<file path="config.mk">
export PLATFORM = sky130hd
export DESIGN_NAME = uart_rx_bit_timer
export DESIGN_NICKNAME = d
export VERILOG_FILES = /design/src/rtl/uart_rx_bit_timer.sv
export SDC_FILE = /design/constraint.sdc
export NUM_CORES = 1
export LEC_CHECK = 0
export CORE_MARGIN = 2
export CORE_UTILIZATION = 54
export DETAILED_ROUTE_END_ITERATION = 7
export GPL_TIMING_DRIVEN = 0
export PLACE_DENSITY = 0.84
export SYNTH_ARGS = -nofsm -noshare
export SYNTH_HDL_FRONTEND = slang
export SYNTH_SLANG_ARGS = --single-unit
export TNS_END_PERCENT = 100
</file>
<file path="constraint.sdc">
create_clock -name clk -period 4.8 [get_ports clk]
set_input_delay 0.96 -clock clk [delete_from_list [all_inputs] [get_ports clk]]
set_output_delay 0.96 -clock clk [all_outputs]
set_load 0.01 [all_outputs]
</file>
<file path="src/rtl/uart_rx_bit_timer.sv">
// Oversampling bit/edge timer for the UART receiver: counts clocks per bit and bits per frame,
// decodes sample strobes, bit-end and frame-end. Define UART_RX_BIT_TIMER_MAJORITY_EN for 3-point sampling.
module uart_rx_bit_timer #(
   parameter int PRESCALE_W = 6,
   parameter int BIT_CNT_W  = 4
) (
   input  logic                  clk,
   input  logic                  rst,
   input  logic                  enable,
   input  logic                  restart,
   input  logic [PRESCALE_W-1:0] prescale,
   input  logic [BIT_CNT_W-1:0]  frame_bits,
   output logic [PRESCALE_W-1:0] edge_cnt,
   output logic [BIT_CNT_W-1:0]  bit_cnt,
   output logic                  sample_strobe,
   output logic [1:0]            sample_idx,
   output logic                  bit_done,
   output logic                  frame_done,
   output logic                  busy
);

   typedef enum logic [1:0] {
      IDLE  = 2'd0,
      COUNT = 2'd1,
      DONE  = 2'd2
   } state_t;

   localparam logic [PRESCALE_W-1:0] PS_MIN = PRESCALE_W'(4);
   localparam logic [BIT_CNT_W-1:0]  FB_MIN = BIT_CNT_W'(1);

   state_t                  state, state_nx;
   logic [PRESCALE_W-1:0]   edge_nx;
   logic [BIT_CNT_W-1:0]    bit_nx;
   logic [PRESCALE_W-1:0]   ps_q, ps_nx;
   logic [BIT_CNT_W-1:0]    fb_q, fb_nx;
   logic [PRESCALE_W-1:0]   ps_clamped;
   logic [BIT_CNT_W-1:0]    fb_clamped;
   logic [PRESCALE_W-1:0]   mid;
   logic                    last_edge;
   logic                    last_bit;
   logic                    counting;

   assign ps_clamped = (prescale < PS_MIN) ? PS_MIN : prescale;
   assign fb_clamped = (frame_bits < FB_MIN) ? FB_MIN : frame_bits;
   assign mid        = ps_q >> 1;
   assign last_edge  = (edge_cnt == ps_q - PRESCALE_W'(1));
   assign last_bit   = (bit_cnt == fb_q - BIT_CNT_W'(1));
   assign counting   = (state == COUNT);

   always_ff @(posedge clk) begin
      if (rst) begin
         state    <= IDLE;
         edge_cnt <= '0;
         bit_cnt  <= '0;
         ps_q     <= PS_MIN;
         fb_q     <= FB_MIN;
      end else begin
         state    <= state_nx;
         edge_cnt <= edge_nx;
         bit_cnt  <= bit_nx;
         ps_q     <= ps_nx;
         fb_q     <= fb_nx;
      end
   end

   // Priority: enable low beats restart, which beats normal counting.
   always_comb begin
      state_nx = state;
      edge_nx  = edge_cnt;
      bit_nx   = bit_cnt;
      ps_nx    = ps_q;
      fb_nx    = fb_q;
      if (!enable) begin
         state_nx = IDLE;
         edge_nx  = '0;
         bit_nx   = '0;
      end else begin
         case (state)
            IDLE: begin
               state_nx = COUNT;
               edge_nx  = '0;
               bit_nx   = '0;
               ps_nx    = ps_clamped;
               fb_nx    = fb_clamped;
            end
            COUNT, DONE: begin
               if (restart) begin
                  state_nx = COUNT;
                  edge_nx  = '0;
                  bit_nx   = '0;
                  ps_nx    = ps_clamped;
                  fb_nx    = fb_clamped;
               end else if (state == COUNT) begin
                  if (last_edge) begin
                     edge_nx = '0;
                     if (last_bit) begin
                        state_nx = DONE;
                        bit_nx   = fb_q;
                     end else begin
                        bit_nx = bit_cnt + BIT_CNT_W'(1);
                     end
                  end else begin
                     edge_nx = edge_cnt + PRESCALE_W'(1);
                  end
               end
            end
            default: begin
               state_nx = IDLE;
               edge_nx  = '0;
               bit_nx   = '0;
            end
         endcase
      end
   end

   assign busy       = counting;
   assign bit_done   = counting && last_edge;
   assign frame_done = counting && last_edge && last_bit;

`ifdef UART_RX_BIT_TIMER_MAJORITY_EN
   // Three strobes centred on mid feed a 2-of-3 voter; idx tags which one.
   always_comb begin
      sample_strobe = 1'b0;
      sample_idx    = 2'd1;
      if (counting) begin
         if (edge_cnt == mid - PRESCALE_W'(1)) begin
            sample_strobe = 1'b1;
            sample_idx    = 2'd0;
         end else if (edge_cnt == mid) begin
            sample_strobe = 1'b1;
            sample_idx    = 2'd1;
         end else if (edge_cnt == mid + PRESCALE_W'(1)) begin
            sample_strobe = 1'b1;
            sample_idx    = 2'd2;
         end
      end
   end
`else
   assign sample_strobe = counting && (edge_cnt == mid);
   assign sample_idx    = 2'd1;
`endif

endmodule

</file>
Word level (Yosys, flattened, before mapping)

Index checks and enable logic that the tools add are counted.

Bits in registers: 22
Word-level logic and storage cells: 46
Input port bits: 14

Add/subtract/negate cells: 4
Reductions and logical operators: 11
Bitwise operators: 2
Equality and inequality tests: 9
Multiplexer cells: 13
Order comparisons: 2

Operators by type and width:

| operator              | number |
|---|---|
| $mux W6               | 3 |
| $mux W4               | 3 |
| $pmux W6 S2           | 1 |
| $ne A3 B3 Y1 const B  | 3 |
| $mux W2               | 4 |
| $pmux W4 S2           | 1 |
| $add A6 B1 Y6 const B | 1 |
| $eq A6 B5 Y1          | 1 |
| $eq A6 B6 Y1          | 1 |
| $lt A6 B3 Y1 const B  | 1 |
| $reduce_and A3 Y1     | 2 |
| $sub A6 B1 Y6 const B | 1 |
| $add A4 B1 Y4 const B | 1 |
| $eq A4 B4 Y1          | 1 |
| $lt A4 B1 Y1 const B  | 1 |
| $pmux W2 S2           | 1 |
| $reduce_or A2 Y1      | 2 |
| $reduce_or A4 Y1      | 1 |
| $sub A4 B1 Y4 const B | 1 |
| $logic_and A1 B1 Y1   | 3 |
| $eq A2 B1 Y1 const B  | 1 |
| $eq A2 B2 Y1 const B  | 1 |
| $logic_not A2 Y1      | 1 |
| $ne A2 B2 Y1 const B  | 1 |
| 3 further kinds       | 4 |

Longest topological paths before layout

Gate-level depths: netlist of the first run.

Word-level depth: 7
Depth in mapped cells: 8

Worst setup path before layout of the first run

No wires, ideal clock.

Kind: flip-flop to output port
From: reg ps_q[0]
To: out frame_done
Arrival: 1.838 ns
Stages on the path, launching flop included: 8
Path slack: 2.002 ns
Buffers on the path: 1
Data required time: 3.840 ns
Path through: dfxtp_1 inv_1 ha_1 nor3b_2 xnor2_1 or4_4 buf_6 nor3_2

Cells in the longest elaborated chain, start to end: 4

Ends and longest elaborated chain:

| what                             | line | text |
|---|---|---|
| from (decl)                      | 34   | `logic [PRESCALE_W-1:0] ps_q, ps_nx;` |
| from (signal assigned)           | 61   | `ps_q <= ps_nx;` |
| $sub A6 B1 Y6                    | 46   | `assign last_edge = (edge_cnt == ps_q - PRESCALE_W'(1));` |
| $eq A6 B6 Y1                     | 46   |  |
| $logic_and A1 B1 Y1 (2 in a row) | 118  | `assign frame_done = counting && last_edge && last_bit;` |
| to (decl)                        | 18   | `output logic frame_done,` |

Every way passes these cells.

Final worst setup path of the first run

From: reg ps_q[0]
To: out bit_done

Cells in the longest elaborated chain, start to end: 3

Ends and longest elaborated chain:

| what                | line | text |
|---|---|---|
| $sub A6 B1 Y6       | 46   |  |
| $eq A6 B6 Y1        | 46   |  |
| $logic_and A1 B1 Y1 | 117  | `assign bit_done = counting && last_edge;` |
| to (decl)           | 17   | `output logic bit_done,` |

Every way passes these cells.

==> summary.txt, run 1 <==
Run status
  • Status: complete, no violations

Place
  • DP Wirelength: around 2100 microns
  • Count of input and output buffers: 27
  • Gpl congestion: slightly below 0.8
  • Placed Cells: ~220

Final layout
  • Post-route non-filler standard cell count: 218
  • Area Growth Syn to Fin: 24.1%
  • Diode count: 0
  • Leading cell type in the layout, fill and taps excluded: clkdlybuf4s50_1
  • Most frequent cells in the layout: clkdlybuf4s50_1 (27), dfxtp_1 (22), nand2_1 (16), xnor2_1 (16), a21oi_1 (12)
  • Share of layout cells above drive strength 1: 8.51%
  • Multi-input gate area: 851 sq um
  • Layout fillers: around 210
  • Final #Nets: 211
  • FF/Latch Area: about 440 sq um

Synthesis
  • Net count after synthesis: between 150 and 200
  • Synth Area in Adders: 6.39%
  • Mux cell area share after synthesis: ~3.9%
  • Ys async rst share: 0%
  • Synth Area in Compound Gates: a little over a tenth
  • Synth Instances: ~160
  • #FFs+latches synth: 22
  • Simple-gate portion of the synthesized area: around 23%
  • Avg Inst Size Synth: 8.67 sq um
  • Netlist Area Pre-Place: approximately 1400 sq um
  • Total number of yosys warnings: 0
  • Register area share after synthesis: roughly 32%
  • Synth unique cells: 37
  • Top post-synthesis cells by area: dfxtp_1 (32%), xnor2_1 (10%), ha_1 (6.4%)
  • Post-Synth XOR/XNOR Area: between 15 and 20%
  • EDFF count, synth: 0
  • Post-synth top flop: dfxtp_1
  • Post-synth top area share: 32.1%
  • Dominant cell type by area after synthesis: dfxtp_1
  • Largest family of logic cells by synthesized area: simple AND/OR/NAND/NOR gates

CTS
  • CTS Buffer Depth: 2
  • Setup bufs post-CTS: 0
  • Depth of the CTS H-tree: 1
  • CTS Sinks: 22
  • Post-CTS Hold Buffers: 0
  • CTS root buffer: clkbuf_4
  • CTS Buf Count: 3
  • CTS resizes: 0
  • Worst skew pair latency: 0.30 ns
  • Clk slew on worst S/H paths: between 0.1 and 0.15 ns
  • CTS tree: yes

Power and ir drop
  • Pleak: roughly 0.62 nW
  • Pwr Density: ~210 nW/um^2
  • Peak supply drop: around 0.16 mV

Worst setup path
  • Crit start category: flop
  • Crit path max fanout: 9
  • Critical Path AT: 2.85 ns
  • Slowest cell on the critical path: clkdlybuf4s50_1
  • Crit path required time: 3.84 ns
  • CP Capture Type: primary output
  • CP peak stage delay: 0.61 ns
  • Crit-path leading delay family: simple AND/OR/NAND/NOR gates
  • WP buf/inv: 3
  • Crit-path cells: inv_1 -> ha_1 -> nor3b_2 -> xnor2_1 -> or4_4 -> buf_6 -> nor2_2 -> clkdlybuf4s50_1
  • Crit Path Class: reg2out

Floorplan
  • Rows: 18
  • Die Wd: about 54 microns
  • Die Y-Extent: 54.4 microns
  • Initial Utilization: 56.3%
  • # IOs: 30
  • Core Box Area: 2430 sq um
  • Die area: about 3000 sq um

Timing
  • Final Setup Violations: 0
  • Fin. max-slew vios: 0
  • Worst Skew: 0.00196 ns
  • Tcrit/Tclk final: between 70% and 80%
  • Setup TNS Final: 0 ns
  • RSZ-0062 raised after global routing: false
  • Max Fclk: 262 MHz
  • Hold Violations, Final: 0
  • Tmin final: 3.81 ns
  • Slew HR: 51.0%
  • Worst-Margin Slew: 0.730 ns

Global routing
  • First-pass GRT wire length: approximately 4500 microns
  • Overflow after GRT: 0
  • Largest net degree at the start of global routing: 12
  • Gr usage total: between 20% and 30%
  • Initial antenna violation count: 0
  • Number of global-route vias before repair: between 1k and 1.5k

Drt
  • First DRT Iteration DRCs: 16
  • Drt pass-1 iters: 4
  • DRC viols: 0
  • Vias per Instance: between 5 and 6
  • WL/cell: around 12 microns
  • Via count: approximately 1.2k
  • Routed WL: between 2000 and 3000 microns
  • Remaining antenna violation count: 0

Hold path
  • Hold Crit Class: reg2reg

Job
  • Number of max-cap violations: 0
## path summary, 6_finish.rpt
check	startpoint	end	slack, ns	cells past startpoint
min	fb_q[3]$_SDFFE_PP0P_	fb_q[3]$_SDFFE_PP0P_	0.49	2
max reg2reg	ps_q[0]$_SDFFE_PP0P_	bit_cnt[3]$_SDFFE_PP0P_	2.57	8
max	ps_q[0]$_SDFFE_PP0P_	bit_done	0.99	8
min reg2reg	fb_q[3]$_SDFFE_PP0P_	fb_q[3]$_SDFFE_PP0P_	0.49	2
## through the flow
step	hold slack [ns]	setup WS, ns	instance area [sq um]	util (%)	power [W]
floorplan	0.459	2.00	1370	-	0.000253
global placement	0.475	1.36	1680	69.0	0.000273
detailed placement	0.480	1.32	1680	69.0	0.000277
CTS	0.497	0.977	1700	69.9	0.000358
global route	0.524	0.870	1700	69.9	0.000374
finish	0.494	0.990	1700	69.9	0.000356
## report_power, final
part | internal, W | switching (W)
Sequential | 0.000189 | 0.00000791
Combinational | 0.0000394 | 0.0000373
Clock | 0.0000292 | 0.0000534
## per-layer routing
| metal | track usage (%) | vias up | routed length (microns) |
|---|---|---|---|
| li1 | - | 609 | - |
| met1 | 24.7 | 531 | 1240 |
| met2 | 37.1 | 23 | 1310 |
| met3 | 3.28 | 4 | 88 |
| met4 | 8.33 | 0 | 36 |
| met5 | 0 | - | 0 |
## cell usage after synthesis, types with 2 or more instances
cell / count
a21oi_1: 12
xor2_1: 8
mux2i_1: 2
conb_1: 2
dfxtp_1: 22
clkbuf_1: 5
ha_1: 7
xnor2_1: 16
nor3_2: 2
o2bb2ai_1: 2
nor3_1: 11
a211o_1: 2
nor2b_1: 3
nor3b_1: 2
nor2_1: 5
buf_4: 2
mux2_2: 3
nand2_1: 16
inv_1: 6
nand3_1: 8
buf_6: 2
nand4_1: 5
## registers in the layout (all words and copies together), names as in the netlist
signal	flops
edge_cnt	6
ps_q	6
bit_cnt	4
fb_q	4
state	2
## worst reg2reg max path, stage by stage, from the launching register on
cell and delay, ns:
dfxtp_1 0.42, inv_1 0.06, ha_1 0.22, nor3b_2 0.16
xnor2_1 0.12, or4_4 0.53, buf_6 0.15, a211o_1 0.22
a32o_1 0.25
## cells by family (layout without fill, tap and decap cells)
group                    count (synthesis)  after routing
flip-flops                              22             22
buffers and inverters                   15             45
AND/OR/NAND/NOR                         59             59
other                                    2              2
XOR/XNOR                                25             25
multiplexers                             5              5
AO/OA/AOI/OAI                           23             23
adder cells (fa/ha/maj)                  7              7
## final cells by class
cell class	count	area share (%)
buffer	9	3.31
clock buffer	3	1.32
inverter	6	1.32
multi-input combinational	121	50.0
sequential	22	25.9
tap	30	2.21
timing repair buffer	27	15.9
(Power assumes the default switching activity.)
==> run 2: changes to the inputs <==
--- a/config.mk
+++ b/config.mk
@@ -6,10 +6,10 @@
 export NUM_CORES = 1
 export LEC_CHECK = 0
 export CORE_MARGIN = 2
-export CORE_UTILIZATION = 54
+export CORE_UTILIZATION = 50
 export DETAILED_ROUTE_END_ITERATION = 7
 export GPL_TIMING_DRIVEN = 0
-export PLACE_DENSITY = 0.84
+export PLACE_DENSITY = 0.79
 export SYNTH_ARGS = -nofsm -noshare
 export SYNTH_HDL_FRONTEND = slang
 export SYNTH_SLANG_ARGS = --single-unit
==> constraint.sdc (replaced) <==
create_clock -name clk -period 3.6 [get_ports clk]
set_input_delay 0.72 -clock clk [delete_from_list [all_inputs] [get_ports clk]]
set_output_delay 0.72 -clock clk [all_outputs]
set_load 0.01 [all_outputs]
==> run 2 against run 1 <==
Die area up 7.4%. Worst setup slack worse by 0.83 ns. Critical endpoint is now frame_done. Critical path depth unchanged. Sequential power up 34%. Sequential share of layout area down 0.12 points. Clock skew up 0.0019 ns. First-iteration DRC count up 56%. Register-to-register slack worse by 1.2 ns. Sequential cell count unchanged. Combinational power up 33%.
==> summary.txt, run 2 (synthesis gave the netlist of run 1 again) <==
Floorplan
  • Die area: about 3200 sq um
  • # IOs: 30
  • Initial Utilization: 53.8%
  • Die Wd: approximately 56 microns
  • Core Box Area: 2540 sq um
  • Rows: 18
  • Die Y-Extent: between 50 and 60 microns

Job
  • Number of max-cap violations: 0

Global routing
  • Initial antenna violation count: 0
  • Gr usage total: between 10% and 20%
  • Overflow after GRT: 0
  • Number of global-route vias before repair: roughly 1.1k
  • First-pass GRT wire length: 4840 microns
  • Largest net degree at the start of global routing: 13

Drt
  • First DRT Iteration DRCs: 25
  • Drt pass-1 iters: 4
  • Routed WL: between 2000 and 3000 microns
  • WL/cell: 13.0 microns
  • Vias per Instance: ~5.4
  • DRC viols: 0
  • Remaining antenna violation count: 0
  • Via count: between 1k and 1.5k

CTS
  • CTS Sinks: 22
  • CTS root buffer: clkbuf_4
  • Clk slew on worst S/H paths: between 0.1 and 0.15 ns
  • CTS Buffer Depth: 2
  • Setup bufs post-CTS: 0
  • CTS Buf Count: 3
  • Worst skew pair latency: slightly above 0.3 ns
  • CTS tree: yes
  • Depth of the CTS H-tree: 1

Hold path
  • Hold Crit Class: reg2reg

Worst setup path
  • Crit start category: flop
  • Crit-path cells: inv_1 -> ha_1 -> xor2_1 -> nand3_1 -> or4_4 -> buf_6 -> nor3_2 -> clkdlybuf4s50_1
  • Crit path max fanout: 9
  • CP peak stage delay: about 0.58 ns
  • Crit path required time: 2.88 ns
  • Slowest cell on the critical path: clkdlybuf4s50_1
  • Crit Path Class: reg2out
  • Critical Path AT: around 2.7 ns
  • CP Capture Type: primary output

Timing
  • Tcrit/Tclk final: around 96%
  • Worst Skew: 0.00389 ns
  • Slew HR: 45.5%
  • Fin. max-slew vios: 0
  • Final Setup Violations: 0
  • Setup TNS Final: 0 ns
  • Hold Violations, Final: 0
  • RSZ-0062 raised after global routing: false
  • Max Fclk: between 200 and 300 MHz
  • Worst-Margin Slew: roughly 0.81 ns
  • Tmin final: between 3 and 4 ns

Power and ir drop
  • Pleak: approximately 0.63 nW
  • Pwr Density: 293 nW/um^2
  • Peak supply drop: 0.208 mV

Final layout
  • Most frequent cells in the layout: clkdlybuf4s50_1 (27), dfxtp_1 (20), nand2_1 (16), xnor2_1 (16), a21oi_1 (12)
  • Top Registers: edge_cnt: 6 flops, ps_q: 6 flops
  • Final #Nets: between 200 and 250
  • Diode count: 0
  • Layout fillers: between 200 and 250
  • Leading cell type in the layout, fill and taps excluded: clkdlybuf4s50_1
  • Area Growth Syn to Fin: 25.4%
  • Share of layout cells above drive strength 1: 10.1%
  • Post-route non-filler standard cell count: about 220

Place
  • Placed Cells: between 200 and 250
  • Gpl congestion: 0.770
  • Count of input and output buffers: 27
  • DP Wirelength: roughly 2300 microns

Run status
  • Status: complete, no violations
[run 2: metrics by stage]
| step | power [W] | util [%] | area, sq um | worst slack (ns) | hold slack [ns] |
|---|---|---|---|---|---|
| after floorplan | 0.000338 | - | 1370 | 1.04 | 0.459 |
| after global placement | 0.000365 | 65.9 | 1680 | 0.385 | 0.482 |
| after detailed placement | 0.000370 | 65.9 | 1680 | 0.350 | 0.486 |
| after CTS | 0.000507 | 67.6 | 1720 | 0.0693 | 0.503 |
| after global routing | 0.000529 | 67.5 | 1720 | 0.0603 | 0.519 |
| final | 0.000502 | 67.5 | 1720 | 0.157 | 0.497 |
[run 2: report_power, final]
part	switching, W	total (W)	leakage [nW]	internal (W)
Clock	0.0000757	0.000138	0.0210	0.0000618
Combinational	0.0000499	0.000102	0.431	0.0000525
Sequential	0.0000105	0.000263	0.180	0.000252
[run 2: worst max-delay path, delay by kind of cell, from the launching register on]
| family | cells | cell delay (ns) |
|---|---|---|
| flops | 1 | 0.38 |
| simple gates | 3 | 0.82 |
| fa+ha+maj | 1 | 0.30 |
| xor+xnor | 1 | 0.14 |
| buf+inv | 3 | 0.78 |
[run 2: metal layers]
layer	up-vias	GRT usage, %	share of wire, %
met5	-	0	0
met2	24	34.6	49
met4	0	5.10	1.2
met1	546	23.4	46
met3	4	2.76	3.2
li1	604	-	-
[run 2: final cells by class]
class	count	area, sq um	area share (%)
Buffer	8	52.6	3.06
Clock buffer	4	36.3	2.11
Inverter	6	22.5	1.31
Multi-Input combinational cell	121	856	49.8
Sequential cell	22	443	25.8
Tap cell	30	37.5	2.18
Timing Repair Buffer	27	270	15.7
[run 2: path summary, 6_finish.rpt]
kind	slack, ns	from	depth (start not counted)	to
min reg2reg	0.50	ps_q[0]$_SDFFE_PP0P_	2	ps_q[0]$_SDFFE_PP0P_
max reg2reg	1.41	ps_q[0]$_SDFFE_PP0P_	8	bit_cnt[3]$_SDFFE_PP0P_
min	0.50	ps_q[0]$_SDFFE_PP0P_	2	ps_q[0]$_SDFFE_PP0P_
max	0.16	ps_q[0]$_SDFFE_PP0P_	8	frame_done
[run 2: repair_timing]
action                     4_1_cts  5_1_grt
gates resized for setup          1        2
pin swaps                        0        0
setup endpoints to repair        1        2
hold endpoints to repair         0        0
hold buffers                     0        0
==> run 3: changes to the inputs <==
--- a/config.mk
+++ b/config.mk
@@ -5,6 +5,7 @@
 export SDC_FILE = /design/constraint.sdc
 export NUM_CORES = 1
 export LEC_CHECK = 0
+export CORE_ASPECT_RATIO = 0.6
 export CORE_MARGIN = 2
 export CORE_UTILIZATION = 50
 export DETAILED_ROUTE_END_ITERATION = 7
==> run 3 against run 2 <==
Sequential share of layout area fell by 0.42 points. Highest routed layer unchanged. Final cell count up 0.92%. Power grew 8.9%. Final area rose by 1.1%. Worst setup slack got worse by 0.021 ns. Clock power is 30% higher. Combinational power about the same. Sequential power barely moved. Wire length increased by 14%.
==> summary.txt, run 3 (synthesis gave the netlist of run 1 again) <==
Place
  • Pre-CTS setup slack: approximately 0.34 ns
  • Placed Cells: about 220
  • DP Wirelength: 2550 microns
  • Gpl congestion: a little over 0.8
  • Count of input and output buffers: 27

Worst setup path
  • CP Capture Type: primary output
  • Crit path max fanout: 9
  • R2R setup slack: 1.32 ns
  • Critical Path AT: about 2.7 ns
  • Slowest cell on the critical path: clkdlybuf4s50_1
  • CP peak stage delay: roughly 0.57 ns
  • Crit Path Class: reg2out
  • Crit start category: flop
  • Crit-path cells: inv_1 -> ha_1 -> nor3b_2 -> xnor2_1 -> or4_4 -> buf_6 -> nor3_2 -> clkdlybuf4s50_1
  • Crit path required time: ~2.9 ns

Hold path
  • Hold Crit Class: reg2reg

Timing
  • Final Setup Violations: 0
  • Worst-Margin Slew: ~0.80 ns
  • Tcrit/Tclk final: a little over nine tenths
  • Slew HR: a little under half
  • Hold Violations, Final: 0
  • Setup TNS Final: 0 ns
  • Final worst slack: 0.135 ns
  • Fin. max-slew vios: 0
  • RSZ-0062 raised after global routing: false
  • Tmin final: 3.46 ns
  • Max Fclk: about 290 MHz
  • Worst Skew: just over 0.005 ns

Power and ir drop
  • Pwr Density: about 320 nW/um^2
  • Peak supply drop: roughly 0.23 mV
  • Pleak: roughly 0.64 nW
  • Total power: ~0.00055 W

Drt
  • Routed WL: 3230 microns
  • Remaining antenna violation count: 0
  • Vias per Instance: around 5.6
  • WL/cell: 14.7 microns
  • First DRT Iteration DRCs: 80
  • Drt pass-1 iters: 4
  • Via count: 1226
  • DRC viols: 0

Global routing
  • Number of global-route vias before repair: roughly 1.2k
  • First-pass GRT wire length: between 5000 and 6000 microns
  • Gr usage total: between 20% and 30%
  • Largest net degree at the start of global routing: 13
  • Overflow after GRT: 0
  • Initial antenna violation count: 0

CTS
  • CTS Sinks: 22
  • Worst skew pair latency: between 0.2 and 0.3 ns
  • Depth of the CTS H-tree: 1
  • CTS Buf Count: 3
  • CTS resizes: 0
  • CTS Buffer Depth: 2
  • Clk slew on worst S/H paths: around 0.070 ns
  • CTS tree: yes
  • Setup bufs post-CTS: 0
  • Post-CTS Hold Buffers: 0
  • CTS root buffer: clkbuf_8

Floorplan
  • Core Box Area: ~2600 sq um
  • Die Y-Extent: roughly 45 microns
  • Die Wd: about 70 microns
  • # IOs: 30
  • Rows: 14
  • Initial Utilization: 53.6%
  • Die area: 3190 sq um

Final layout
  • Top Registers: edge_cnt: 6 flops, ps_q: 6 flops
  • Post-route non-filler standard cell count: 220
  • Leading cell type in the layout, fill and taps excluded: clkdlybuf4s50_1
  • Diode count: 0
  • Final #Nets: 210
  • Share of layout cells above drive strength 1: under 10%
  • Most frequent cells in the layout: clkdlybuf4s50_1 (27), dfxtp_1 (22), nand2_1 (16), xnor2_1 (16), a21oi_1 (12)
  • Layout fillers: approximately 210
  • Multi-input gate area: roughly 860 sq um
  • FF/Latch Area: 440 sq um
  • Area Growth Syn to Fin: 26.8%

Run status
  • Status: complete, no violations

Job
  • Number of max-cap violations: 0
==> run 3: changes by cell type in the layout (fill, tap and decap cells not counted) <==
cell and delta:
clkbuf_4 -3, dfxtp_2 -2, dfxtp_1 +2, clkbuf_8 +3
==> run 3: final timing paths <==
check | from | endpoint | cells after the start
min reg2reg | fb_q[1]$_SDFFE_PP0P_ | fb_q[1]$_SDFFE_PP0P_ | 2
min | fb_q[1]$_SDFFE_PP0P_ | fb_q[1]$_SDFFE_PP0P_ | 2
max | ps_q[0]$_SDFFE_PP0P_ | frame_done | 8
max reg2reg | ps_q[0]$_SDFFE_PP0P_ | bit_cnt[3]$_SDFFE_PP0P_ | 8
==> run 3: final cells by class <==
class / count / share of cell area [%]
Multi-Input combinational cell: 121 / 49.3
Sequential cell: 22 / 25.4
Timing Repair Buffer: 27 / 15.6
Clock buffer: 4 / 3.17
Buffer: 8 / 3.03
Tap cell: 32 / 2.31
Inverter: 6 / 1.30
==> run 3: report_power, final <==
part	total, W	leakage (nW)	internal, W	switching [W]
Combinational	0.000105	0.431	0.0000526	0.0000526
Clock	0.000179	0.0288	0.0000977	0.0000815
Sequential	0.000263	0.179	0.000252	0.0000116
==> run 3: critical path: cells and delay by family, from the launching register on <==
| family | cells | cell delay (ns) |
|---|---|---|
| xor+xnor | 1 | 0.14 |
| fa+ha+maj | 1 | 0.22 |
| buf+inv | 3 | 0.79 |
| flops | 1 | 0.42 |
| simple gates | 3 | 0.91 |
==> run 3: through the flow <==
stage          hold slack, ns  area [sq um]  util [%]
3_3_place_gp            0.483          1680      65.7
4_1_cts                 0.504          1740      67.9
2_1_floorplan           0.459          1370         -
6_report                0.508          1740      67.9
5_1_grt                 0.529          1740      67.9
3_5_place_dp            0.493          1680      65.7
==> run 3: routing by layer <==
metal	global-route usage (%)	share of wire, %	vias up
met5	0	0	-
li1	-	-	606
met2	37.6	48	44
met1	27.3	44	569
met4	9.43	2.1	0
met3	5.24	6.4	7
==> RTL edit 1, RTL diff (flow settings as in run 1) <==
Build with the macro `UART_RX_BIT_TIMER_MAJORITY_EN` defined.
--- a/src/rtl/uart_rx_bit_timer.sv
+++ b/src/rtl/uart_rx_bit_timer.sv
@@ -2,2 +2,4 @@
 // decodes sample strobes, bit-end and frame-end. Define UART_RX_BIT_TIMER_MAJORITY_EN for 3-point sampling.
+`define UART_RX_BIT_TIMER_MAJORITY_EN
+
 module uart_rx_bit_timer #(
Formal check against the unedited RTL: not equivalent (a bounded check fails within 4 cycles, from zero or initial values and one cycle with rst high).
==> RTL edit 1 against run 1 <==
- setup slack better by 0.068 ns
- largest cell class unchanged
- synthesized area rose by 24%
- wire length increased by 21%
- synthesized cell count is 25% higher
- critical path type unchanged
- sequential cell count unchanged
- total power up 26%
- final area grew 23%
- critical endpoint is now sample_strobe
==> RTL edit 1: results (changes against run 1) <==
- Status: completed (unchanged)
- Maximum number of pins on one net before global-route repair: 14 (was 12)
- Non-clock buffers, area share: 0.182 (was 0.192)
- Mean cell area of the mapped netlist: 8.57 um2 (was 8.67 um2)
- Area occupied by multi-input gates: 0.00113 mm2 (was 851 um2)
- Clock network area share: 0.0252 (was 0.0132)
- Placer's final routability congestion estimate: 0.819 (was 0.794)
- Setup slack at placement: 1.43 ns (was 1.32 ns)
- Internal cell power: 0.326 mW (was 0.257 mW)
- Clock transition at path regs: 0.14 ns (was 0.12 ns)
- Critical path fanouts, max: 7 (was 9)
- Wire length of the first global-routing pass: 5.60 mm (was 4.54 mm)
- Maximum clock skew at final layout: 0.00483 ns (was 0.00196 ns)
- Setup slack on the worst flop-to-flop path: 2.72 ns (was 2.57 ns)
- Number of DRC markers in iteration 0: 50 (was 16)
- Net count, final: 255 (was 211)
- Leak pwr: 0.776 nW (was 0.624 nW)
- Cells after Synth: 198 (was 158)
- Crit path DAT: 2.78 ns (was 2.85 ns)
- Compound-cell area share of the yosys netlist: 0.128 (was 0.110)
- Layout multi-input combinational cell count: 156 (was 121)
- Capturing element of the worst setup path: sample_strobe (was bit_done)
- Wire length reported by the detailed router: 3.23 mm (was 2.68 mm)
- Most frequent cells after synthesis: sky130_fd_sc_hd__dfxtp_1 (22), sky130_fd_sc_hd__nand2_1 (20), sky130_fd_sc_hd__xnor2_1 (17), sky130_fd_sc_hd__a21oi_1 (13), sky130_fd_sc_hd__nor3_1 (12) (was sky130_fd_sc_hd__dfxtp_1 (22), sky130_fd_sc_hd__nand2_1 (16), sky130_fd_sc_hd__xnor2_1 (16), sky130_fd_sc_hd__a21oi_1 (12), sky130_fd_sc_hd__nor3_1 (11))
- Share of the clock period used by the worst path: 0.780 (was 0.794)
- Total via count after detailed routing: 1488 (was 1167)
- Number of global-route vias before repair: 1349 (was 1079)
- Filler-free cell count of the finished design: 274 (was 218)
- Worst hold start: fb_q[1] (was fb_q[3])
- GR Util All Layers: 0.201 (was 0.208)
- Seq/Total Area, Yosys: 0.260 (was 0.321)
- IR Drop Worst-Case VDD: 0.000147 V (was 0.000163 V)
- Filler cell count: 267 (was 209)
==> RTL edit 1: worst max-delay path, cell delays in order, from the launching register on <==
cell and delay (ns):
sky130_fd_sc_hd__dfxtp_1 0.35, sky130_fd_sc_hd__buf_2 0.19, sky130_fd_sc_hd__inv_1 0.13, sky130_fd_sc_hd__ha_1 0.31, sky130_fd_sc_hd__xnor2_1 0.15, sky130_fd_sc_hd__or3_1 0.36, sky130_fd_sc_hd__o32ai_2 0.30, sky130_fd_sc_hd__o21a_1 0.16
sky130_fd_sc_hd__clkdlybuf4s50_1 0.52
==> RTL edit 1: cells by family after synthesis <==
kind of cell    count (synthesis)
compound gates                 33
xor+xnor                       30
fa+ha+maj                      10
buf+inv                        20
flops                          22
mux                             5
simple gates                   78
==> RTL edit 1: routing by layer <==
layer	track usage	wire (um)	vias up	part of all wire
met4	0.0635	41	0	0.013
met5	0	0	-	0
li1	-	-	755	-
met1	0.268	1510	686	0.47
met2	0.335	1540	43	0.48
met3	0.0260	140	4	0.043
==> RTL edit 2, RTL diff (flow settings as in run 1) <==
Without the edit above. Register the output `bit_cnt` once more, without a reset; this adds one clock of latency there. The other outputs are not delayed to match.
--- a/src/rtl/uart_rx_bit_timer.sv
+++ b/src/rtl/uart_rx_bit_timer.sv
@@ -30,2 +30,4 @@
 
+   logic [BIT_CNT_W-1:0] bit_cnt_s0;
+
    state_t                  state, state_nx;
@@ -46,3 +48,3 @@
    assign last_edge  = (edge_cnt == ps_q - PRESCALE_W'(1));
-   assign last_bit   = (bit_cnt == fb_q - BIT_CNT_W'(1));
+   assign last_bit   = (bit_cnt_s0 == fb_q - BIT_CNT_W'(1));
    assign counting   = (state == COUNT);
@@ -53,3 +55,3 @@
          edge_cnt <= '0;
-         bit_cnt  <= '0;
+         bit_cnt_s0 <= '0;
          ps_q     <= PS_MIN;
@@ -59,3 +61,3 @@
          edge_cnt <= edge_nx;
-         bit_cnt  <= bit_nx;
+         bit_cnt_s0 <= bit_nx;
          ps_q     <= ps_nx;
@@ -69,3 +71,3 @@
       edge_nx  = edge_cnt;
-      bit_nx   = bit_cnt;
+      bit_nx   = bit_cnt_s0;
       ps_nx    = ps_q;
@@ -99,3 +101,3 @@
                      end else begin
-                        bit_nx = bit_cnt + BIT_CNT_W'(1);
+                        bit_nx = bit_cnt_s0 + BIT_CNT_W'(1);
                      end
@@ -142,2 +144,6 @@
 
+   always_ff @(posedge clk) begin
+      bit_cnt <= bit_cnt_s0;
+   end
+
 endmodule
Behaviour: not the same (a bounded check fails within 10 cycles, from zero or initial values and one cycle with rst high).
==> RTL edit 2 against run 1 <==
- wire length grew 32%
- total power up 34%
- non-clock buffer count up 1
- setup slack gained 0.026 ns
- sequential cell count grew 4
- final area is 14% higher
- synthesized area is 16% higher
- highest routed layer unchanged
- sequential power increased by 17%
==> RTL edit 2: results (changes against run 1) <==
- R2r endpoint: bit_cnt_s0[3] (was bit_cnt[3])
- Drt pass-1 iters: 4 (unchanged)
- Leak pwr: 0.711 nW (was 0.624 nW)
- Crit path DAT: 2.82 ns (was 2.85 ns)
- Number of global-route vias before repair: 1417 (was 1079)
- Net Count, Synth: 209 (was 179)
- Post_cts resized: 0 (unchanged)
- DRC viols: 0 (unchanged)
- Filler cell count: 225 (was 209)
- Wire length of the first global-routing pass: 6.07 mm (was 4.54 mm)
- IR Drop Worst-Case VDD: 0.000219 V (was 0.000163 V)
- Net count, final: 241 (was 211)
- Critical path fanouts, max: 7 (was 9)
- End point of the worst hold path: bit_cnt[2] (was fb_q[3])
- Hold-critical path depth: 0 (was 2)
- Yosys synthesis warning count: 0 (unchanged)
- Maximum clock skew at final layout: 0.00352 ns (was 0.00196 ns)
- Most frequent cells after synthesis: sky130_fd_sc_hd__dfxtp_1 (26), sky130_fd_sc_hd__nand2_1 (18), sky130_fd_sc_hd__a21oi_1 (15), sky130_fd_sc_hd__nand3_1 (14), sky130_fd_sc_hd__xnor2_1 (12) (was sky130_fd_sc_hd__dfxtp_1 (22), sky130_fd_sc_hd__nand2_1 (16), sky130_fd_sc_hd__xnor2_1 (16), sky130_fd_sc_hd__a21oi_1 (12), sky130_fd_sc_hd__nor3_1 (11))
- Wire per inst: 14.1 um (was 12.3 um)
- Status: completed (unchanged)
- Maximum number of pins on one net before global-route repair: 16 (was 12)
- Slew at the pin closest to its max-slew limit: 0.503 ns (was 0.730 ns)
- Count of distinct cell types in the synthesized netlist: 47 (was 37)
- Largest registers: edge_cnt x6, ps_q x6 (unchanged)
- Seq/Total Area, Yosys: 0.329 (was 0.321)
- Depth of the most critical reg-to-reg path: 8 (unchanged)
- Fraction of layout cells with a size suffix above 1: 0.0776 (was 0.0851)
- Main area contributors after synthesis: sky130_fd_sc_hd__dfxtp_1 (33%), sky130_fd_sc_hd__xnor2_1 (6.6%), sky130_fd_sc_hd__ha_1 (5.5%) (was sky130_fd_sc_hd__dfxtp_1 (32%), sky130_fd_sc_hd__xnor2_1 (10%), sky130_fd_sc_hd__ha_1 (6.4%))
- Clock transition at path regs: 0.14 ns (was 0.12 ns)
- Dpl hpwl: 2.64 mm (was 2.13 mm)
- Avg Vias per Cell: 5.87 (was 5.35)
- Setup slack on the worst flop-to-flop path: 2.56 ns (was 2.57 ns)
- Placer's final routability congestion estimate: 0.885 (was 0.794)
- Number of DRC markers in iteration 0: 47 (was 16)
- GR Util All Layers: 0.235 (was 0.208)
- Post-place instance area: 0.00189 mm2 (was 0.00168 mm2)
- Port Buffers: 27 (unchanged)
- Clock insertion delay at the later pin of the skew report: 0.34 ns (was 0.30 ns)
- Worst hold start: bit_cnt_s0[2] (was fb_q[3])
- Maximum buffer depth of the clock tree: 2 (unchanged)
-- RTL edit 2: worst max path at each step --
stage            start    endpoint  slack [ns]
6_report       ps_q[0]  frame_done        1.02
5_1_grt        ps_q[0]  frame_done        0.85
4_1_cts        ps_q[0]  frame_done        1.02
3_5_place_dp   ps_q[0]  frame_done        1.48
3_3_place_gp   ps_q[0]  frame_done        1.53
2_1_floorplan  ps_q[0]  frame_done        2.14
-- RTL edit 2: cell families (layout without fill, tap and decap cells) --
| logic type | after synthesis | after routing | share of synthesized area |
|---|---|---|---|
| and+or+nand+nor | 78 | 78 | 0.289 |
| AOI/OAI and AO/OA | 38 | 38 | 0.150 |
| DFF | 26 | 26 | 0.329 |
| xor gates and xnor gates | 17 | 17 | 0.103 |
| buffers and inverters | 16 | 47 | 0.0427 |
| adders and majority gates | 7 | 7 | 0.0553 |
| muxes | 4 | 4 | 0.0261 |
| other | 2 | 2 | 0.00474 |
-- RTL edit 2: stage by stage --
step                      setup slack, ns  cells  hold WS [ns]
after global routing                0.849    250         0.429
after CTS                            1.02    250         0.415
after global placement               1.53    246         0.390
after detailed placement             1.48    246         0.395
final                                1.02    250         0.420
after floorplan                      2.14    188         0.375
-- RTL edit 2: critical path, cell delays in order (launching register included) --
cell and delay (ns):
sky130_fd_sc_hd__dfxtp_1 0.45, sky130_fd_sc_hd__inv_1 0.07, sky130_fd_sc_hd__ha_1 0.31, sky130_fd_sc_hd__xnor2_1 0.15, sky130_fd_sc_hd__nor3b_1 0.47, sky130_fd_sc_hd__nand4_4 0.20, sky130_fd_sc_hd__nor3_2 0.26, sky130_fd_sc_hd__clkdlybuf4s50_1 0.57
-- RTL edit 2: final cells by class --
cell class                 count  area, um2  area share
multi-input combinational    146        996       0.512
clock inverter                 1       30.0      0.0154
tap                           31       38.8      0.0199
timing repair buffer          27        270       0.139
buffer                        10       45.0      0.0232
clock buffer                   3       22.5      0.0116
sequential                    26        520       0.268
inverter                       6       22.5      0.0116
-- RTL edit 2: layer usage --
| layer | vias to the layer above | share of wire | wire length, um | track usage |
|---|---|---|---|---|
| li1 | 730 | - | - | - |
| met1 | 687 | 0.42 | 1460 | 0.280 |
| met2 | 43 | 0.51 | 1790 | 0.403 |
| met3 | 7 | 0.051 | 180 | 0.0357 |
| met4 | 0 | 0.024 | 85 | 0.133 |
| met5 | - | 0 | 0 | 0 |
-- RTL edit 2: report_power, final --
group,leakage (nW),internal [mW],switching [mW]
registers,0.211,0.222,0.00892
logic,0.472,0.0432,0.0490
clock network,0.0279,0.0847,0.0708
total,0.711,0.350,0.129
